==> src/rtl/pipelined_decoder.sv <==
// Purpose   : binary-index decoder (one-hot, optional thermometer) behind a 2-entry OUT/SKID pipeline.
// Latency   : 1 cycle from accept to valid_o when the pipeline is empty.
// Backpressure: ready_o drops only while SKID is full; it is a registered state bit with no path from ready_i.
//
// Ports:
//   clk, reset      rising-edge clock, synchronous active-high reset
//   valid_i/ready_o upstream handshake; data_i = binary index, mode_i = 0 one-hot / 1 thermometer
//   valid_o/ready_i downstream handshake; data_o = decoded word (all zeros while valid_o = 0)
//   count_o         accepted-request counter, wraps silently
//
// Build option: define DECODER_THERMO_EN to enable thermometer decode selected by mode_i.
// Without it mode_i is ignored and only one-hot decode exists.
module pipelined_decoder #(
    parameter int InputSize  = 5,
    parameter int CountWidth = 16
) (
    input  logic                      clk,
    input  logic                      reset,
    input  logic                      valid_i,
    input  logic [InputSize-1:0]      data_i,
    input  logic                      mode_i,
    output logic                      ready_o,
    output logic                      valid_o,
    output logic [(1<<InputSize)-1:0] data_o,
    input  logic                      ready_i,
    output logic [CountWidth-1:0]     count_o
);

    localparam int OutWidth = 1 << InputSize;

    // A pending request as held in SKID: the raw index plus, when enabled, its mode.
    // Keeping the undecoded form in SKID means only OUT carries the wide word.
    typedef struct packed {
        logic [InputSize-1:0] idx;
`ifdef DECODER_THERMO_EN
        logic                 thermo;
`endif
    } entry_t;

    typedef enum logic [1:0] {
        EMPTY = 2'd0,
        ONE   = 2'd1,
        TWO   = 2'd2
    } state_t;

    state_t state;
    entry_t skidEntry;
    entry_t inEntry;
    logic   accept;
    logic   transfer;

    always_comb begin
        inEntry     = '0;
        inEntry.idx = data_i;
`ifdef DECODER_THERMO_EN
        inEntry.thermo = mode_i;
`endif
    end

`ifndef DECODER_THERMO_EN
    // mode_i has no function in the one-hot-only build.
    logic unusedMode;
    assign unusedMode = mode_i;
`endif

    function automatic logic [OutWidth-1:0] decode(input entry_t e);
        logic [OutWidth-1:0] oneHot;
        oneHot = {{(OutWidth-1){1'b0}}, 1'b1} << e.idx;
`ifdef DECODER_THERMO_EN
        // Thermometer = (oneHot << 1) - 1; for the top index the shift
        // overflows to zero and the subtraction yields all ones.
        if (e.thermo) begin
            return (oneHot << 1) - OutWidth'(1);
        end
`endif
        return oneHot;
    endfunction

    assign accept   = valid_i && ready_o;
    assign transfer = valid_o && ready_i;

    always_ff @(posedge clk) begin
        if (reset) begin
            state     <= EMPTY;
            skidEntry <= '0;
            data_o    <= '0;
            valid_o   <= 1'b0;
            ready_o   <= 1'b1;
            count_o   <= '0;
        end else begin
            if (accept) begin
                count_o <= count_o + CountWidth'(1);
            end

            case (state)
                EMPTY: begin
                    if (accept) begin
                        data_o  <= decode(inEntry);
                        valid_o <= 1'b1;
                        state   <= ONE;
                    end
                end
                ONE: begin
                    if (accept && transfer) begin
                        data_o <= decode(inEntry);
                    end else if (accept) begin
                        // OUT is stalled: park the new request, stop accepting.
                        skidEntry <= inEntry;
                        ready_o   <= 1'b0;
                        state     <= TWO;
                    end else if (transfer) begin
                        data_o  <= '0;
                        valid_o <= 1'b0;
                        state   <= EMPTY;
                    end
                end
                TWO: begin
                    // ready_o is low here, so accept cannot occur.
                    if (transfer) begin
                        data_o    <= decode(skidEntry);
                        skidEntry <= '0;
                        ready_o   <= 1'b1;
                        state     <= ONE;
                    end
                end
                default: begin
                    state     <= EMPTY;
                    skidEntry <= '0;
                    data_o    <= '0;
                    valid_o   <= 1'b0;
                    ready_o   <= 1'b1;
                end
            endcase
        end
    end

endmodule
==> config.mk <==
export PLATFORM = sky130hd
export DESIGN_NAME = pipelined_decoder
export DESIGN_NICKNAME = d
export VERILOG_FILES = /design/src/rtl/pipelined_decoder.sv
export SDC_FILE = /design/constraint.sdc
export NUM_CORES = 1
export LEC_CHECK = 0
export CAP_MARGIN = 20
export CORE_MARGIN = 2
export CORE_UTILIZATION = 55
export DETAILED_ROUTE_END_ITERATION = 16
export DONT_BUFFER_PORTS = 1
export PLACE_DENSITY_LB_ADDON = 0.2
export SLEW_MARGIN = 20
export SYNTH_ARGS = -nofsm -noshare
export SYNTH_HDL_FRONTEND = slang
export SYNTH_SLANG_ARGS = --single-unit
==> constraint.sdc <==
create_clock -name clk -period 2.38 [get_ports clk]
set_input_delay 0.238 -clock clk [delete_from_list [all_inputs] [get_ports clk]]
set_output_delay 0.238 -clock clk [all_outputs]
set_load 0.02 [all_outputs]
Yosys cells after proc, flatten, opt, wreduce, memory -nomap -nowiden. Index checks and enable logic that the tools add are counted.

Word-level logic and storage cells: 55. Flip-flop bits (word level): 57. Bits of input ports: 10. Output and inout bits: 50.

Bitwise gates (word level): 2. Shift operators: 2. Equality and inequality tests: 11. Reduce and logical (&&, ||, !) cells: 8. Muxes and demuxes: 25. Add/subtract/negate cells: 1.

Operators with widths (number): 32-bit 2-to-1 mux (5); 32-bit one-hot mux with 3 select lines (1); 1-bit by 5-bit << shifter with 32-bit output (first input constant) (2); 16-bit by 1-bit adder with 16-bit output (second input constant) (1); 5-bit 2-to-1 mux (3); 5-bit one-hot mux with 3 select lines (1); 2-bit != test (second input constant) (6); 4-bit AND reduction (3); 2-bit 2-to-1 mux (5); 3-bit != test (second input constant) (3); 1-bit 2-to-1 mux (7); 1-bit one-hot mux with 3 select lines (2); 2-bit one-hot mux with 3 select lines (1); 5-bit AND reduction (1); 1-bit logical AND (3); 2-bit by 1-bit == test with 1-bit output (second input constant) (1); 2-bit == test (second input constant) (1); 2-bit zero test (1); 1-bit inverter (2).

Logic depth before layout (Yosys ltp).
Word-level depth: 5. Mapped depth: 6. Depth with buffers taken out: 5.

Worst setup path after synthesis. OpenSTA, ideal clock, no wires.

Kind: register -> register. From: register ready_o. To: register count_o[15]. Data arrival time: 1.720 ns. Library setup time: 0.070 ns. Cell stages (with the launch flop): 5. Required time: 2.310 ns. Slack: 0.589 ns. Buffers on the path: 0. Path through: dfxtp_1 -> nand4_1 -> or4_4 -> or3_1 -> a21oi_1.

Word-level cells in the longest chain between the ends: 1.

Ends and longest elaborated chain: start: declaration (RTL line 22) `output logic ready_o,`; start signal: assignment (RTL line 88) `ready_o <= 1'b1;`; start signal: assignment (RTL line 109) `ready_o <= 1'b0;`; start signal: assignment (RTL line 122) `ready_o <= 1'b1;`; 1-bit logical AND (RTL line 79) `assign accept = valid_i && ready_o;`; end signal: assignment (RTL line 92) `count_o <= count_o + CountWidth'(1);`; end: declaration (RTL line 26) `output logic [CountWidth-1:0] count_o`.

Every way passes these cells. A chain may end at the register's enable or synchronous reset.

Worst setup path in the final report.
From: register ready_o. To: register data_o[9].

Word-level cells in the longest chain between the ends: 4. Elaborated cells on any way between the ends: 8.

Ends and longest elaborated chain: 1-bit logical AND (*) (RTL line 79); 1-bit logical AND (RTL line 104) `if (accept && transfer) begin`; 3-bit != test (no line) / 32-bit 2-to-1 mux (equally long branches); 4-bit AND reduction (no line) / 32-bit one-hot mux with 3 select lines (equally long branches); end signal: assignment (RTL line 98) `data_o <= decode(inEntry);`; end signal: assignment (RTL line 105) `data_o <= decode(inEntry);`; end signal: assignment (RTL line 120) `data_o <= decode(skidEntry);`; end: declaration (RTL line 24) `output logic [(1<<InputSize)-1:0] data_o,`.

Every way passes the cells marked *; elsewhere a longest branch is shown, timed or not.

==> run_results.csv <==
group,metric,value,unit
outcome,outcome,"complete, no violations",
clock_tree,cts_root_buf,"clkbuf_8",
min_path,worstHoldStart,"data_i[1]",
flow_run,drv_cap,0,
final_layout,multi_input_area,1480,um2
routing,wire_per_inst,17.9,um
power,p_clk_frac,0.425,
timing,max_freq,509,MHz
clock_tree,cts_max_level,3,
floorplan,dieArea,5460,um2
synth,synthAdderAreaFrac,0.00466,
timing,finalCriticalPeriod,1.97,ns
clock_tree,clk_pin_slew,0.07,ns
power,internal_power,1.71,mW
routing,firstDrtPassIters,4,
final_layout,final_common_cell,"dfxtp_1",
min_path,hold_path_class,"in -> reg",
timing,drv_slew,0,
routing,initialDrtViolationCount,146,
final_layout,final_cell_mix,"dfxtp_1 (57), o2bb2ai_1 (32), nor2_1 (21)",
power,comb_power_share,0.133,
synth,syn-instance-count,293,
timing,finalSetupTns,0,ns
power,seq_power_share,0.443,
floorplan,core_area,4720,um2
final_layout,area_growth,13.1,%
synth,synth-simple-area-share,0.210,
floorplan,die_y,73.9,um
clock_tree,ctsLongestPathBuffers,2,
synth,ys.flop_type,"dfxtp_1",
routing,wirelength,6.67,mm
clock_tree,cts_resized,0,
global_route,grt_max_degree,33,
synth,synth_compound_area_frac,0.300,
synth,ys_seq_elements,57,
place,dp_hpwl,4.59,mm
global_route,grt.total_usage,0.260,
power,peakVddDrop,476,uV
power,fin_total_pwr,2.36,mW
place,place_congestion,0.929,
timing,setup_viol,0,
routing,drc,0,
power,switching_share,0.275,
synth,muxShareOfSynthArea,0,
clock_tree,numCtsBuffers,9,
routing,via_per_inst,6.38,
synth,synth-edff-count,0,
power,p_leak,0.963,nW
worst_setup_path,crit_arrival,2.24,ns
floorplan,initial_core_util,0.569,
final_layout,final_core_util,0.643,
clock_tree,clkSinkCount,57,
synth,synthXorXnorAreaFrac,0.0326,
final_layout,num-fill-cells,392,
floorplan,row_count,25,
worst_setup_path,worstPathRequired,2.66,ns
synth,yosysWarningCount,0,
floorplan,dieWidth,73.9,um
place,io_buffers,0,
synth,avgSynthCellArea,9.17,um2
global_route,first_global_vias,2238,
clock_tree,cts_setup_buffers,0,
final_layout,regArea,1140,um2
final_layout,num_antenna_cells,0,
worst_setup_path,critPathCaptureType,"flip-flop",
timing,max_slew_margin,0.397,
worst_setup_path,reg2reg_depth,4,
power,p_switching,649,uW
synth,synth_top_family_by_area,"compound AO/OA/AOI/OAI gates",
worst_setup_path,timing.rr.end,"data_o[9]",
timing,finalClockSkew,0.00857,ns
routing,detail-route-antenna-nets,0,
synth,synthArstFlopShare,0,
worst_setup_path,crit_fanout,8,
synth,syn_area,2690,um2
global_route,gr-total-overflow,0,
min_path,hold_depth,2,
floorplan,io_pins,60,
synth,synth_cell_type_count,42,
final_layout,nNetsFinal,312,
clock_tree,cts.hold.buffers_added,2,
routing,via_count,2380,
final_layout,drive_gt1_frac,0.108,
power,power.density,777,nW/um2
worst_setup_path,path_class,"reg -> reg",
worst_setup_path,cp_slowest_cell,"a21oi_1",
global_route,grt_antenna_before_repair,0,
worst_setup_path,crit_chain,"nand4_1 > a21oi_1 > a32oi_1 > o2bb2ai_1",
timing,min_period_over_period,0.826,
clock_tree,clk-insertion-delay-late,0.34,ns
timing,finalHoldViolCount,0,
worst_setup_path,reg2reg_from,"ready_o",
clock_tree,cts_tree,"done",
min_path,min_to,"skidEntry[1]",
timing,rsz0062_at_grt,"false",
worst_setup_path,crit_path_start_kind,"flip-flop",
synth,syn_nets,304,
synth,ys_seq_area_frac,0.425,
global_route,grt_pass1_wl,10.8,mm
timing,worstMarginPinSlew,0.902,ns
worst_setup_path,cpPeakStageDelay,0.72,ns
worst_setup_path,r2r_slack,0.41,ns
==> how the worst max path moves through the flow <==
stage            start          end  slack [ns]
2_1_floorplan  ready_o  count_o[15]        0.59
3_3_place_gp   ready_o   data_o[14]        0.51
3_5_place_dp   ready_o    data_o[9]        0.47
4_1_cts        ready_o    data_o[9]        0.46
5_1_grt        ready_o   data_o[25]        0.28
6_report       ready_o    data_o[9]        0.41
==> cell families after synthesis <==
group / count (synthesis)
AO/OA/AOI/OAI: 103
buffers and inverters: 19
AND/OR/NAND/NOR: 103
adder cells (fa/ha/maj): 1
XOR/XNOR: 10
flip-flops: 57
==> worst max-delay path: cells and delay by family (launching register included) <==
family	cells	cell delay, ns
simple gates	1	0.40
flops	1	0.37
compound gates	3	1.13
==> metrics by stage <==
| stage | hold slack [ns] | setup slack (ns) | instances | cell area, um2 |
|---|---|---|---|---|
| final | 0.0356 | 0.415 | 373 | 3040 |
| after global routing | 0.0346 | 0.278 | 373 | 3040 |
| after CTS | 0.0260 | 0.462 | 373 | 3040 |
| after detailed placement | 0.312 | 0.474 | 355 | 2800 |
| after global placement | 0.310 | 0.510 | 355 | 2800 |
| after floorplan | 0.374 | 0.589 | 293 | 2690 |
==> cells in the mapped netlist, types with 3 or more instances <==
library cell | number | area (um2)
and3_1 | 8 | 50.1
and2_1 | 6 | 37.5
buf_2 | 3 | 15.0
o2bb2ai_1 | 32 | 280
xor2_1 | 5 | 43.8
nand4_1 | 7 | 43.8
buf_1 | 4 | 15.0
nor2_1 | 21 | 78.8
nand2b_1 | 8 | 50.1
o21bai_1 | 4 | 30.0
or3_1 | 3 | 18.8
xnor2_1 | 5 | 43.8
a22oi_1 | 16 | 120
nand3_1 | 4 | 20.0
a21oi_1 | 18 | 90.1
nor2b_1 | 5 | 31.3
o21ai_0 | 10 | 50.1
dfxtp_1 | 57 | 1140
clkbuf_1 | 10 | 37.5
nor3_1 | 10 | 50.1
a32oi_1 | 14 | 123
nand2_1 | 17 | 63.8
==> power by group through the flow <==
stage / Sequential (mW) / Combinational [mW] / Clock [mW]
floorplan: 1.06 / 0.230 / 0
global placement: 1.06 / 0.294 / 0
detailed placement: 1.06 / 0.299 / 0
CTS: 1.04 / 0.310 / 1.02
global route: 1.05 / 0.342 / 1.06
finish: 1.04 / 0.313 / 1.00
==> sequential cells by signal, summed over array words and instances (netlist names) <==
signal	cells
count_o	16
data_o	32
ready_o	1
skidEntry	5
state	2
valid_o	1
==> layout make-up <==
class / count / share of cell area
flip-flops and latches: 57 / 0.375
well taps: 67 / 0.0276
clock inverters: 4 / 0.0251
inverters: 2 / 0.00247
repair buffers: 14 / 0.0362
multi-input cells: 217 / 0.485
clock buffers: 12 / 0.0478
==> metal layers <==
metal / wire (um) / vias to the layer above / track usage
met5: 0 / - / 0
met4: 155 / 0 / 0.139
met3: 546 / 21 / 0.0713
met2: 3220 / 105 / 0.421
met1: 2750 / 1104 / 0.313
li1: - / 1150 / -
Power figures use the tool's default switching activity.
